<file path="config.mk">
export PLATFORM = sky130hd
export DESIGN_NAME = cfg_frame_rx
export DESIGN_NICKNAME = d
export VERILOG_FILES = /design/src/rtl/cfg_frame_rx.sv
export SDC_FILE = /design/constraint.sdc
export NUM_CORES = 1
export LEC_CHECK = 0
export CAP_MARGIN = 40
export CORE_UTILIZATION = 58
export CTS_BUF_LIST = sky130_fd_sc_hd__clkbuf_4
export DETAILED_ROUTE_END_ITERATION = 10
export GPL_TIMING_DRIVEN = 0
export PLACE_DENSITY = 0.8
export RECOVER_POWER = 100
export SLEW_MARGIN = 20
export SYNTH_ARGS = -nofsm -noshare
export SYNTH_HDL_FRONTEND = slang
export SYNTH_SLANG_ARGS = --single-unit
export TNS_END_PERCENT = 10
</file>
<file path="constraint.sdc">
create_clock -name clk -period 2.25 [get_ports clk]
set_input_delay 0.45 -clock clk [delete_from_list [all_inputs] [get_ports clk]]
set_output_delay 0.45 -clock clk [all_outputs]
set_load 0.01 [all_outputs]
</file>
<file path="src/rtl/cfg_frame_rx.sv">
// Byte-wide configuration frame receiver: sync / address / length / payload / checksum.
// Emits one shadow-register write per payload byte, then a commit or error pulse per frame.
module cfg_frame_rx #(
    parameter int          ADDR_W    = 6,
    parameter int          MAX_LEN   = 16,
    parameter logic [7:0]  SYNC_BYTE = 8'hA5,
    parameter int          TIMEOUT   = 255
) (
    input  logic              clk,
    input  logic              rst_n,
    input  logic [7:0]        in_data,
    input  logic              in_valid,
    output logic              in_ready,
    output logic              cfg_we,
    output logic [ADDR_W-1:0] cfg_addr,
    output logic [7:0]        cfg_wdata,
    output logic              commit,
    output logic              frame_err,
    output logic              busy,
    output logic [1:0]        err_code
);

    localparam int LEN_W = $clog2(MAX_LEN + 1);
    localparam int TMO_W = $clog2(TIMEOUT + 1);

    typedef enum logic [2:0] {
        S_IDLE,
        S_ADDR,
        S_LEN,
        S_DATA,
        S_CHK,
        S_RESP
    } state_t;

    state_t             state_q, state_d;
    logic [ADDR_W-1:0]  wr_addr_q;
    logic [LEN_W-1:0]   remain_q;
    logic [7:0]         chk_q;
    logic [TMO_W-1:0]   tmo_q;

    logic               in_ready_q;
    logic               cfg_we_q;
    logic [ADDR_W-1:0]  cfg_addr_q;
    logic [7:0]         cfg_wdata_q;
    logic               commit_q;
    logic               frame_err_q;
    logic               busy_q;
    logic [1:0]         err_code_q;

    logic               xfer;
    logic               in_frame;
    logic               tmo_hit;
    logic               timeout_ev;
    logic               len_ok;
    logic [7:0]         chk_d;

    assign xfer       = in_valid && in_ready_q;
    assign in_frame   = (state_q == S_ADDR) || (state_q == S_LEN) ||
                        (state_q == S_DATA) || (state_q == S_CHK);
    // The count equals the number of idle cycles already elapsed, so this
    // cycle is the TIMEOUT-th idle one; a transfer in it still wins.
    assign tmo_hit    = (tmo_q == TMO_W'(TIMEOUT - 1));
    assign timeout_ev = in_frame && !xfer && tmo_hit;
    assign len_ok     = (in_data != 8'd0) && (int'(in_data) <= MAX_LEN);
    assign chk_d      = chk_q ^ in_data;

    always_comb begin
        state_d = state_q;
        case (state_q)
            S_IDLE: if (xfer && in_data == SYNC_BYTE) state_d = S_ADDR;
            S_ADDR: begin
                if (xfer)         state_d = S_LEN;
                else if (tmo_hit) state_d = S_RESP;
            end
            S_LEN: begin
                if (xfer)         state_d = len_ok ? S_DATA : S_RESP;
                else if (tmo_hit) state_d = S_RESP;
            end
            S_DATA: begin
                if (xfer) begin
                    if (remain_q == LEN_W'(1)) state_d = S_CHK;
                end else if (tmo_hit) begin
                    state_d = S_RESP;
                end
            end
            S_CHK:  if (xfer || tmo_hit) state_d = S_RESP;
            S_RESP: state_d = S_IDLE;
            default: state_d = S_IDLE;
        endcase
    end

    always_ff @(posedge clk or negedge rst_n) begin
        if (!rst_n) begin
            state_q     <= S_IDLE;
            wr_addr_q   <= '0;
            remain_q    <= '0;
            chk_q       <= '0;
            tmo_q       <= '0;
            in_ready_q  <= 1'b0;
            cfg_we_q    <= 1'b0;
            cfg_addr_q  <= '0;
            cfg_wdata_q <= '0;
            commit_q    <= 1'b0;
            frame_err_q <= 1'b0;
            busy_q      <= 1'b0;
            err_code_q  <= 2'd0;
        end else begin
            state_q     <= state_d;
            in_ready_q  <= (state_d != S_RESP);
            busy_q      <= (state_d != S_IDLE);
            cfg_we_q    <= 1'b0;
            commit_q    <= 1'b0;
            frame_err_q <= 1'b0;
            tmo_q       <= (in_frame && !xfer) ? tmo_q + 1'b1 : '0;

            if (timeout_ev) begin
                frame_err_q <= 1'b1;
                err_code_q  <= 2'd3;
            end

            case (state_q)
                S_ADDR: if (xfer) begin
                    wr_addr_q <= in_data[ADDR_W-1:0];
                    chk_q     <= in_data;
                end
                S_LEN: if (xfer) begin
                    if (len_ok) begin
                        chk_q    <= chk_d;
                        remain_q <= in_data[LEN_W-1:0];
                    end else begin
                        frame_err_q <= 1'b1;
                        err_code_q  <= 2'd2;
                    end
                end
                S_DATA: if (xfer) begin
                    cfg_we_q    <= 1'b1;
                    cfg_addr_q  <= wr_addr_q;
                    cfg_wdata_q <= in_data;
                    wr_addr_q   <= wr_addr_q + 1'b1;
                    remain_q    <= remain_q - 1'b1;
                    chk_q       <= chk_d;
                end
                S_CHK: if (xfer) begin
                    if (in_data == chk_q) begin
                        commit_q   <= 1'b1;
                        err_code_q <= 2'd0;
                    end else begin
                        frame_err_q <= 1'b1;
                        err_code_q  <= 2'd1;
                    end
                end
                default: ;
            endcase
        end
    end

    assign in_ready  = in_ready_q;
    assign cfg_we    = cfg_we_q;
    assign cfg_addr  = cfg_addr_q;
    assign cfg_wdata = cfg_wdata_q;
    assign commit    = commit_q;
    assign frame_err = frame_err_q;
    assign busy      = busy_q;
    assign err_code  = err_code_q;

endmodule

</file>
==> impl_metrics.json, run 1 <==
{
  "die_h_um": 70.8,
  "antenna_found_initial": 0,
  "area_delta_synth_final_pct": 12.6,
  "yosysUniqueCellTypes": 53,
  "crit_path_end_kind": "flop",
  "status": "completed",
  "cts_setup_buffers": 0,
  "cts_tree": "built",
  "critPathKind": "reg -> reg",
  "cap_violations": 0,
  "synth.ff_latch_count": 51,
  "dp_hpwl_um": 3840,
  "die_area_um2": 5010,
  "postSynthNetCount": 290,
  "p_leak_uw": 0.00140,
  "netlist_area_um2": 2750,
  "num_antenna_cells": 0,
  "critPathMaxFanout": 10,
  "port_buffers": 23,
  "fp-row-count": 24,
  "grt.total_usage_pct": 24.9,
  "slew_headroom_pct": 16.3,
  "slew_viol_final": 0,
  "wirelength_um": 5580,
  "worstMarginPinSlew_ns": 1.25,
  "startpoint": "state_q[2]$_DFF_PN0_",
  "synth_edf_count": 0,
  "wl_per_cell_um": 15.6,
  "post_route_cells_drive_above_1_share_pct": 13.1,
  "path_cells": "nand3b_1 -> nor2_2 -> clkbuf_2 -> mux2_2",
  "grt_pass1_wl_um": 9780,
  "fin_util_pct": 69.5,
  "r2r_setup_slack_ns": 0.17,
  "grt_setup_unrepaired": "no",
  "p_per_area_nw_per_um2": 1010,
  "vias": 2142,
  "layout.nets": 320,
  "grt_max_degree": 52,
  "syn_inst": 274,
  "dr.pass1.iters": 6,
  "cpPeakStageDelay_ns": 0.50,
  "r2r-end": "cfg_addr[3]$_DFFE_PN0P_",
  "tns_ns": 0,
  "cts_resized": 0,
  "period_share_pct": 92.4,
  "syn_area_per_cell_um2": 10.0,
  "cts-root-buf": "clkbuf_4",
  "core_um2": 4440,
  "hp-class": "in -> async",
  "cts_buffers": 5,
  "start_util_pct": 61.8,
  "clk_latency_ns": 0.37,
  "crit_path_end": "cfg_addr[3]$_DFFE_PN0P_",
  "final-hold-violation-count": 0,
  "critical_path_required_ns": 2.52,
  "fmax_mhz": 481,
  "clockBufferDepth": 2,
  "hold_buffers": 0,
  "rr_startpoint": "state_q[2]$_DFF_PN0_",
  "min_period_ns": 2.08,
  "drc": 0,
  "ys_warn_count": 0,
  "setup_viol": 0,
  "htree_num_levels": 2,
  "vias_per_cell": 6.00,
  "clk_pin_slew_worst_paths_ns": 0.15,
  "synth-main-ff-cell": "dfrtp_1",
  "floorplan.die.width_um": 70.8,
  "drt-initial-drc-count": 194,
  "grt_pass1_vias": 2109,
  "fin_worst_skew_ns": 0.0123,
  "arrival_ns": 2.35,
  "grt_remaining_overflow": 0,
  "startpoint_type": "flop",
  "vdd_drop_max_uv": 632,
  "critPathSlowestCell": "dfrtp_1",
  "ys_seq_area_share_pct": 46.5,
  "nFillCells": 368,
  "r2r_cells": 4,
  "gp_congestion": 0.902,
  "cts.sinks": 51,
  "num_io_pins": 32,
  "ys_async_sr_fraction_pct": 100,
  "ant_nets": 0
}
[layout by cell type, fill, tap and decap left out, types with 4 or more instances in the layout]
master          n
a21oi_1         9
a31oi_1        10
and3_1          4
buf_2           4
buf_6           4
clkbuf_1        7
clkbuf_4        5
dfrtp_1        51
dlygate4sd3_1  21
ha_1            5
inv_1           8
mux2_2         15
nand2_1        14
nand2b_1       11
nand3_1         7
nor2_1         29
nor3_1          6
nor3b_1         9
o21ai_0        20
xor2_1         13
[critical path, delay by kind of cell (launching register included)]
kind,cells,cell delay (ns)
multiplexers,1,0.36
AND/OR/NAND/NOR,2,0.79
buffers and inverters,1,0.33
flip-flops,1,0.50
[state kept, by name (all words and copies together) (netlist names), 2 cells and up]
name and count:
wr_addr_q 6, chk_q 8, cfg_addr 6, tmo_q 8, err_code 2, remain_q 5, state_q 3, cfg_wdata 8
[logic make-up after synthesis]
group / after synthesis / synth area share [%]
buffers and inverters: 25 / 4.88
adders and majority gates: 5 / 2.28
xor gates and xnor gates: 14 / 4.47
muxes: 19 / 7.79
AOI/OAI and AO/OA: 60 / 13.7
DFF: 51 / 46.5
and+or+nand+nor: 100 / 20.4
[cell usage after synthesis (4+ instances only)]
| master | n | area (um^2) |
|---|---|---|
| inv_1 | 8 | 30.0 |
| nor3_1 | 6 | 30.0 |
| mux2_2 | 15 | 169 |
| a31oi_1 | 10 | 62.6 |
| buf_6 | 4 | 45.0 |
| nand3_1 | 7 | 35.0 |
| xor2_1 | 13 | 114 |
| o21ai_1 | 8 | 40.0 |
| and3_1 | 4 | 25.0 |
| nand2b_1 | 11 | 68.8 |
| clkbuf_1 | 7 | 26.3 |
| buf_2 | 5 | 25.0 |
| dfrtp_1 | 51 | 1280 |
| nor2_1 | 30 | 113 |
| nand2_1 | 14 | 52.6 |
| nor3b_1 | 9 | 67.6 |
| a21oi_1 | 9 | 45.0 |
| ha_1 | 5 | 62.6 |
| o21ai_0 | 12 | 60.1 |
[where the power goes]
group	internal [uW]	leakage, uW	switching, uW	total (uW)
registers	1210	0.000664	270	1480
clock network	115	0.0000263	286	402
logic	616	0.000711	624	1240
[final cells by class]
type | count | area, um^2 | share of cell area [%]
tap | 52 | 65.1 | 2.11
sequential | 51 | 1280 | 41.3
timing repair buffer | 23 | 225 | 7.29
multi-input combinational | 198 | 1340 | 43.3
buffer | 17 | 104 | 3.36
clock inverter | 3 | 15.0 | 0.486
inverter | 8 | 30.0 | 0.972
clock buffer | 5 | 37.5 | 1.21
[stage by stage]
step           hold WS, ns  worst slack [ns]  power (uW)  area, um^2  std cells
2_1_floorplan        0.154             0.314        2310        2750        274
4_1_cts              0.103            0.0180        3200        3090        357
5_1_grt              0.373            0.0464        3360        3090        357
3_3_place_gp         0.475            -0.780        2750        3040        349
6_report             0.326             0.171        3120        3090        357
3_5_place_dp         0.480            -0.375        2800        3040        349
[how the worst min path moves through the flow]
stage                                    end                   from  depth (start not counted)  slack, ns
floorplan                     busy$_DFF_PN0_                  rst_n                          0       0.15
global placement       err_code[1]$_DFF_PN0_  err_code[1]$_DFF_PN0_                          1       0.48
detailed placement     err_code[1]$_DFF_PN0_  err_code[1]$_DFF_PN0_                          1       0.48
CTS                 cfg_wdata[1]$_DFFE_PN0P_                  rst_n                          1       0.10
global route        cfg_wdata[1]$_DFFE_PN0P_             in_data[1]                          2       0.37
finish              cfg_wdata[7]$_DFFE_PN0P_                  rst_n                          1       0.33
[metal layers]
layer / vias to the layer above / track usage (%) / share of wire [%]
met5: - / 0 / 0
met4: 0 / 7.33 / 1.3
met3: 8 / 5.13 / 4.8
met2: 50 / 41.6 / 47
met1: 1052 / 33.0 / 47
li1: 1032 / - / -
Note: power is estimated with default switching activity, not from simulation.
==> run 2, diff against run 1 <==
SLEW_MARGIN = 15   (was 20)
==> run 2 against run 1 <==
Against the previous run: critical path depth unchanged; sequential share of layout area decreased by 0.050 points; clock power increased by 2%; largest cell class unchanged; critical endpoint is now cfg_addr[4]$_DFFE_PN0P_; cell count increased by 0.28%.
==> impl_metrics.json, run 2 (synthesis gave the netlist of run 1 again) <==
{
  "worstMarginPinSlew_ns": 1.40,
  "rr_startpoint": "state_q[2]$_DFF_PN0_",
  "power_frac_seq_pct": 47.4,
  "fp-row-count": 24,
  "fin_worst_skew_ns": 0.0195,
  "critical_path_required_ns": 2.53,
  "status": "completed",
  "cts_buffers": 5,
  "grt_max_degree": 29,
  "place_area_um2": 3060,
  "grt_setup_unrepaired": "no",
  "vias_per_cell": 6.00,
  "r2r_setup_slack_ns": 0.19,
  "clk_latency_ns": 0.38,
  "arrival_ns": 2.35,
  "die_area_um2": 5010,
  "gp_congestion": 0.902,
  "slew_viol_final": 0,
  "fmax_mhz": 484,
  "cap_violations": 0,
  "critPathSlowestCell": "dfrtp_1",
  "p_per_area_nw_per_um2": 1010,
  "num_io_pins": 32,
  "crit_family": "simple AND/OR/NAND/NOR gates",
  "dp_slack_ns": -0.368,
  "die_h_um": 70.8,
  "startpoint": "state_q[2]$_DFF_PN0_",
  "grt_remaining_overflow": 0,
  "nFillCells": 365,
  "start_util_pct": 61.8,
  "dp_hpwl_um": 3930,
  "hp-class": "in -> async",
  "sw_frac_of_total_pct": 37.9,
  "layout.nets": 321,
  "htree_num_levels": 2,
  "cts-root-buf": "clkbuf_4",
  "setup_viol": 0,
  "switching_power_uw": 1180,
  "slew_headroom_pct": 6.35,
  "p_leak_uw": 0.00140,
  "period_share_pct": 91.8,
  "clock_power_share_pct": 13.1,
  "drc": 0,
  "internal_power_uw": 1940,
  "port_buffers": 23,
  "grt.total_usage_pct": 24.8,
  "ant_nets": 0,
  "clockBufferDepth": 2,
  "path_buf_inv": 1,
  "cpPeakStageDelay_ns": 0.50,
  "dr.pass1.iters": 6,
  "hold_buffers": 0,
  "critPathKind": "reg -> reg",
  "min_period_ns": 2.06,
  "final-hold-violation-count": 0,
  "combPwrFrac_pct": 39.6,
  "critPathMaxFanout": 10,
  "num_antenna_cells": 0,
  "area_delta_synth_final_pct": 12.7,
  "r2r_cells": 4,
  "final_common_cell": "dfrtp_1",
  "r2r-end": "cfg_addr[4]$_DFFE_PN0P_",
  "post_route_cells_drive_above_1_share_pct": 13.1,
  "wirelength_um": 5530,
  "drt-initial-drc-count": 162,
  "core_um2": 4440,
  "cts_tree": "built",
  "crit_path_end_kind": "flop",
  "clk_pin_slew_worst_paths_ns": 0.15,
  "floorplan.die.width_um": 70.8,
  "antenna_found_initial": 0,
  "path_cells": "nand3b_1 -> nor2_2 -> clkbuf_2 -> mux2_2",
  "startpoint_type": "flop",
  "grt_pass1_wl_um": 9710,
  "final_cell_mix": "dfrtp_1, nor2_1, dlygate4sd3_1",
  "vias": 2147,
  "grt_pass1_vias": 2063,
  "wl_per_cell_um": 15.4,
  "cts.sinks": 51,
  "postLayoutCellArea_um2": 3090,
  "report.power.total_uw": 3130,
  "vdd_drop_max_uv": 623,
  "whs_ns": 0.367,
  "fin_ws_ns": 0.186
}
[run 2: what timing repair did]
action | CTS | global route
buffers inserted | 0 | 0
gates resized for setup | 0 | 1
endpoints found under the setup margin | 0 | 9
[run 2: cell type report]
type                            instances  area (um^2)  share of cell area [%]
Buffer                                 17          104                    3.36
Clock buffer                            5         37.5                    1.21
Clock inverter                          3         15.0                   0.485
Inverter                                8         30.0                   0.970
Multi-Input combinational cell        198         1340                    43.2
Sequential cell                        51         1280                    41.2
Tap cell                               52         65.1                    2.10
Timing Repair Buffer                   24          229                    7.40
[run 2: layer usage]
layer | up-vias | routed length [um] | GRT usage (%)
li1 | 1038 | - | -
met1 | 1037 | 2500 | 33.3
met2 | 66 | 2620 | 41.0
met3 | 6 | 346 | 4.84
met4 | 0 | 65 | 7.56
met5 | - | 0 | 0
[run 2: power by group through the flow]
| stage | sequential, uW | combinational, uW | clock (uW) |
|---|---|---|---|
| floorplan | 1500 | 810 | 0 |
| global placement | 1490 | 1260 | 0 |
| detailed placement | 1500 | 1290 | 0 |
| CTS | 1490 | 1300 | 414 |
| global route | 1530 | 1380 | 443 |
| finish | 1480 | 1240 | 409 |
[run 2: worst max path at each step]
stage / end / cells after the start / slack [ns]
floorplan: chk_q[5]$_DFFE_PN0P_ / 7 / 0.31
global placement: cfg_addr[1]$_DFFE_PN0P_ / 1 / -0.78
detailed placement: cfg_wdata[5]$_DFFE_PN0P_ / 6 / -0.37
CTS: cfg_wdata[5]$_DFFE_PN0P_ / 4 / 0.02
global route: cfg_addr[4]$_DFFE_PN0P_ / 4 / 0.06
finish: cfg_addr[4]$_DFFE_PN0P_ / 4 / 0.19
[run 2: metrics by stage]
stage / instances / setup TNS (ns) / utilization [%]
after detailed placement: 350 / -3.43 / 68.8
after global routing: 358 / 0 / 69.6
after floorplan: 274 / 0 / -
after CTS: 358 / 0 / 69.9
final: 358 / 0 / 69.6
after global placement: 349 / -42.71 / 68.4
==> run 3, diff against run 2 <==
SKIP_CTS_REPAIR_TIMING = 1   (was default)
==> results of run 3 <==
The final DEF is identical to that of run 2; final timing and power are the same.
